**src/rtl/hangman_pkg.sv**
```systemverilog
// Shared letter codes and game state encoding for the Hangman controller.
package hangman_pkg;

    localparam logic [5:0] LETTER_A  = 6'h0A;
    localparam logic [5:0] LETTER_Z  = 6'h23;
    localparam logic [5:0] BLANK     = 6'h3F;
    localparam int         NUM_CODES = 26;

    typedef enum logic [2:0] {
        IDLE,
        LOAD,
        WAIT_GUESS,
        CHECK,
        WIN,
        LOSE
    } state_t;

endpackage

```
**src/rtl/hangman_match.sv**
```systemverilog
// Combinational compare of one guessed letter against the four word positions.
module hangman_match
    import hangman_pkg::*;
#(
    parameter int LETTER_W = 6
) (
    input  logic [LETTER_W-1:0] guess,
    input  logic [LETTER_W-1:0] letter1,
    input  logic [LETTER_W-1:0] letter2,
    input  logic [LETTER_W-1:0] letter3,
    input  logic [LETTER_W-1:0] letter4,
    output logic [3:0]          match,
    output logic                valid_code
);

    assign match = {guess == letter4, guess == letter3,
                    guess == letter2, guess == letter1};

    assign valid_code = (guess >= LETTER_W'(LETTER_A)) &&
                        (guess <= LETTER_W'(LETTER_Z));

endmodule

```
**src/rtl/hangman_game_ctrl.sv**
```systemverilog
// Hangman game sequencer: latches a word, scores guesses, tracks lives and win/lose.
module hangman_game_ctrl
    import hangman_pkg::*;
#(
    parameter int NUM_LIVES = 6,
    parameter int LETTER_W  = 6
) (
    input  logic                clock,
    input  logic                reset,
    input  logic                start,
    input  logic [LETTER_W-1:0] letter1,
    input  logic [LETTER_W-1:0] letter2,
    input  logic [LETTER_W-1:0] letter3,
    input  logic [LETTER_W-1:0] letter4,
    input  logic                guess_valid,
    input  logic [LETTER_W-1:0] guess,
    output logic                guess_ready,
    output logic [3:0]          revealed,
    output logic [3:0]          lives_left,
    output logic [LETTER_W-1:0] disp1,
    output logic [LETTER_W-1:0] disp2,
    output logic [LETTER_W-1:0] disp3,
    output logic [LETTER_W-1:0] disp4,
    output logic                repeat_guess,
    output logic                guess_err,
    output logic                busy,
    output logic                win,
    output logic                lose
);

    localparam logic [LETTER_W-1:0] BLANK_W = LETTER_W'(BLANK);

    state_t                  state;
    logic [LETTER_W-1:0]     word1, word2, word3, word4;
    logic [LETTER_W-1:0]     guess_q;
    logic [NUM_CODES-1:0]    guessed;

    logic [3:0]              match;
    logic                    valid_code;
    logic [LETTER_W-1:0]     code_off;
    logic [NUM_CODES-1:0]    guess_bit;
    logic                    already;
    logic [3:0]              lives_dec;
    state_t                  check_next;

    hangman_match #(.LETTER_W(LETTER_W)) u_match (
        .guess      (guess_q),
        .letter1    (word1),
        .letter2    (word2),
        .letter3    (word3),
        .letter4    (word4),
        .match      (match),
        .valid_code (valid_code)
    );

    // {busy, guess_ready, win, lose} as seen while sitting in state s
    function automatic logic [3:0] flags_of(input state_t s);
        return {(s == LOAD) || (s == WAIT_GUESS) || (s == CHECK),
                s == WAIT_GUESS, s == WIN, s == LOSE};
    endfunction

    always_comb begin
        code_off   = guess_q - LETTER_W'(LETTER_A);
        guess_bit  = NUM_CODES'(1) << code_off;
        already    = |(guessed & guess_bit);
        lives_dec  = (lives_left == 4'd0) ? 4'd0 : lives_left - 4'd1;
        check_next = WAIT_GUESS;
        if (valid_code && !already) begin
            if (|match) begin
                if ((revealed | match) == 4'hF)
                    check_next = WIN;
            end else if (lives_dec == 4'd0) begin
                check_next = LOSE;
            end
        end
    end

    always_ff @(posedge clock or posedge reset) begin
        if (reset) begin
            state        <= IDLE;
            word1        <= '0;
            word2        <= '0;
            word3        <= '0;
            word4        <= '0;
            guess_q      <= '0;
            guessed      <= '0;
            revealed     <= 4'd0;
            lives_left   <= 4'(NUM_LIVES);
            repeat_guess <= 1'b0;
            guess_err    <= 1'b0;
            {busy, guess_ready, win, lose} <= 4'b0000;
        end else begin
            repeat_guess <= 1'b0;
            guess_err    <= 1'b0;
            case (state)
                IDLE, WIN, LOSE: begin
                    if (start) begin
                        state <= LOAD;
                        {busy, guess_ready, win, lose} <= flags_of(LOAD);
                    end
                end
                LOAD: begin
                    word1      <= letter1;
                    word2      <= letter2;
                    word3      <= letter3;
                    word4      <= letter4;
                    revealed   <= 4'd0;
                    guessed    <= '0;
                    lives_left <= 4'(NUM_LIVES);
                    state      <= WAIT_GUESS;
                    {busy, guess_ready, win, lose} <= flags_of(WAIT_GUESS);
                end
                WAIT_GUESS: begin
                    if (guess_valid) begin
                        guess_q <= guess;
                        state   <= CHECK;
                        {busy, guess_ready, win, lose} <= flags_of(CHECK);
                    end
                end
                CHECK: begin
                    if (!valid_code) begin
                        guess_err <= 1'b1;
                    end else if (already) begin
                        repeat_guess <= 1'b1;
                    end else begin
                        guessed <= guessed | guess_bit;
                        if (|match)
                            revealed <= revealed | match;
                        else
                            lives_left <= lives_dec;
                    end
                    state <= check_next;
                    {busy, guess_ready, win, lose} <= flags_of(check_next);
                end
                default: begin
                    state <= IDLE;
                    {busy, guess_ready, win, lose} <= flags_of(IDLE);
                end
            endcase
        end
    end

    // A losing board exposes the whole word
    assign disp1 = (revealed[0] || state == LOSE) ? word1 : BLANK_W;
    assign disp2 = (revealed[1] || state == LOSE) ? word2 : BLANK_W;
    assign disp3 = (revealed[2] || state == LOSE) ? word3 : BLANK_W;
    assign disp4 = (revealed[3] || state == LOSE) ? word4 : BLANK_W;

endmodule

```
**config.mk**
```make
export PLATFORM = sky130hd
export DESIGN_NAME = hangman_game_ctrl
export DESIGN_NICKNAME = d
export VERILOG_FILES = /design/src/rtl/hangman_pkg.sv /design/src/rtl/hangman_match.sv /design/src/rtl/hangman_game_ctrl.sv
export SDC_FILE = /design/constraint.sdc
export NUM_CORES = 1
export LEC_CHECK = 0
export ABC_AREA = 1
export CORE_MARGIN = 8
export CORE_UTILIZATION = 31
export CTS_CLUSTER_DIAMETER = 80
export CTS_CLUSTER_SIZE = 14
export DETAILED_ROUTE_END_ITERATION = 6
export HOLD_SLACK_MARGIN = 0.03
export PLACE_DENSITY = 0.54
export RECOVER_POWER = 25
export SYNTH_ARGS = -nofsm -noshare
export SYNTH_HDL_FRONTEND = slang
export SYNTH_SLANG_ARGS = --single-unit
```
**constraint.sdc**
```tcl
create_clock -name clock -period 2.6 [get_ports clock]
set_clock_uncertainty 0.2 [all_clocks]
set_input_delay 0.52 -clock clock [delete_from_list [all_inputs] [get_ports clock]]
set_output_delay 0.52 -clock clock [all_outputs]
set_load 0.02 [all_outputs]
```
==> out/metrics.cfg <==
[yosys]
syn_avg_cell_area_um2=7.06
synth_edf_count=0
syn_inst=634
synthTopCellsByCount=nand2_1 (188), inv_1 (73), dfrtp_1 (71), a21oi_1 (70), nor2_1 (65)
syn_area_mm2=0.00448
synth_top_cell_area_share=0.397
yosysMostFrequentCell=nand2_1
ys.flop_type=dfrtp_1
yosysSeqAreaShare=0.408
yosys.area.top_type=dfrtp_1
yosysUniqueCellTypes=31
async_flop_share=1.00
synth_fp_nets=669
ys_warn_count=0
synth_area_leaders=dfrtp_1 (40%), nand2_1 (16%), a21oi_1 (7.8%), inv_1 (6.1%), nand3_1 (5.7%)
synth-seq-cells=73

[clocking]
path_clk_slew_ns=0.06
cts_buffers=9
cts_tree=built
cts_hold_buf=0
worstSkewPairLatency_ns=0.34
cts_sinks=73
cts_buffer_depth=2
root_buffer=clkbuf_16
cts.htree.levels=3

[die]
initial_core_util=0.313
core-area_mm2=0.0143
ioPinCount=72
die-area_mm2=0.0185
die_w_um=136
die_h_um=136
row_count=44

[global_routing]
grt_pass1_vias=4312
grt_pass1_wl_um=21300
grt_start_max_net_pins=75
grt_usage=0.144
antenna_found_initial=0
gr-total-overflow=0

[worst_setup_path]
critPathSlowestCell=clkdlybuf4s50_1
cp_max_fo=6
reg2reg_from=guess_q[1]
cp-start-kind=flop
cpPeakStageDelay_ns=0.54
crit_required_ns=1.88
cp-startpoint=state[1]
path_cells=inv_1, nand3_2, nand2_4, nand2_1, clkdlybuf4s50_1
cp-end-kind=primary output
arrival_ns=1.84
crit_type=reg -> out

[timing]
finalHoldViolations=0
fin_crit_sh=0.983
slew_viol_final=0
worstMarginPinSlew_ns=0.859
max_freq_mhz=391
rsz0062_at_grt=true
max_slew_margin=0.427
setup_viol=0
min_period_ns=2.56

[cells_and_area]
final_util=0.450
n_antenna_cell=0
areaGrowthSynthToFinish_pct=43.7
nNetsFinal=777
drive_above_1_share=0.206

[power_and_ir_drop]
finalPower_mw=7.07
vdd_drop_max_mv=0.471
p_leak_nw=2.90
power.density_mw_per_mm2=1100

[route]
vias=4485
drtIter0Drc=234
wl_per_cell_um=15.0
drc=0
firstDrtPassIters=4
routed_via_density=4.82
ant_nets=0
drt_wl_total_um=13900

[place]
hpwl_um=9420
port_buffers=71
place_congestion=0.855

[run_status]
status=finished clean

[hold_path]
min_from=win
hold_path.class=reg -> reg

[job]
max_cap_viol_count=0

[registers in the layout, summed over array words and instances, names as in the netlist, 3 cells and up]
signal,count
state,3
guessed,26
word1,6
word4,6
word3,6
word2,6
revealed,4
guess_q,6
lives_left,4
[metrics by stage]
step | cell area, um^2 | hold WS [ns] | setup slack [ns] | TNS, ns | cells
3_3_place_gp | 5610 | 0.269 | 0.00609 | 0 | 905
5_1_grt | 6440 | 0.307 | -0.0689 | -1.41 | 931
2_1_floorplan | 4480 | 0.296 | 0.0300 | 0 | 634
4_1_cts | 5970 | 0.292 | -0.0374 | -0.227 | 921
6_report | 6440 | 0.288 | 0.0435 | 0 | 931
3_5_place_dp | 5610 | 0.278 | -0.0187 | -0.0769 | 905
[cell families after synthesis]
logic type	Yosys count	synth area share
and+or+nand+nor	360	0.361
adders and majority gates	1	0.00279
buffers and inverters	107	0.110
DFF	73	0.408
AOI/OAI and AO/OA	80	0.0922
xor gates and xnor gates	13	0.0254
[report_power, final]
part,switching (mW),total [mW],leakage [nW],internal [mW]
logic,2.46,3.93,1.83,1.47
clock network,0.499,1.39,0.162,0.889
registers,0.265,1.75,0.908,1.48
[cell type report]
type / instances / area, um^2
clock inverter: 5 / 77.6
clock buffer: 11 / 253
timing repair buffer: 121 / 1250
tap: 184 / 230
sequential: 73 / 1830
inverter: 81 / 332
fill: 1435 / 7880
multi-input combinational: 456 / 2470
[layer usage]
layer	global-route usage	vias up	wire length, um
met3	0.0473	21	1000
li1	-	2247	-
met1	0.181	2098	6250
met4	0.0531	0	256
met2	0.224	119	6420
met5	0	-	0
[final timing paths]
path | end | slack (ns) | cells after the start
worst max-delay path | disp3[4] | 0.04 | 5
worst min-delay path | win | 0.29 | 2
worst max register to register | guessed[6] | 0.07 | 18
worst min register to register | win | 0.29 | 2
max in group asynchronous | guess_q[3] | 0.54 | 3
min in group asynchronous | guessed[2] | 0.55 | 2
[layout by cell type, fill, tap and decap left out, drive strengths merged]
cell type	netlist	final
nand2	200	202
inv	80	78
dfrtp	71	71
a21oi	70	70
nor2	70	70
nand3	52	52
clkdlybuf4s50	0	47
buf	13	45
nand4	33	33
dlymetal6s2s	0	23
clkbuf	13	16
xor2	11	11
o21ai	5	5
clkinv	1	5
nor3	4	4
a21boi	3	3
xnor2	2	2
bufinv	0	2
dfstp	2	2
a32oi	1	1
o22ai	1	1
nor3b	1	1
ha	1	1
clkinvlp	0	1
dlygate4sd3	0	1
[critical path: cells and delay by family, from the launching register on]
family,cells,cell delay (ns)
flip-flops,1,0.41
AND/OR/NAND/NOR,3,0.42
buffers and inverters,2,0.67
[timing repair]
item	in CTS	in global routing
resized for setup	8	94
pin swaps	0	30
setup buffers	0	2
gates cloned	0	8
endpoints found under the setup margin	49	65
Note: power is estimated with default switching activity, not from simulation.
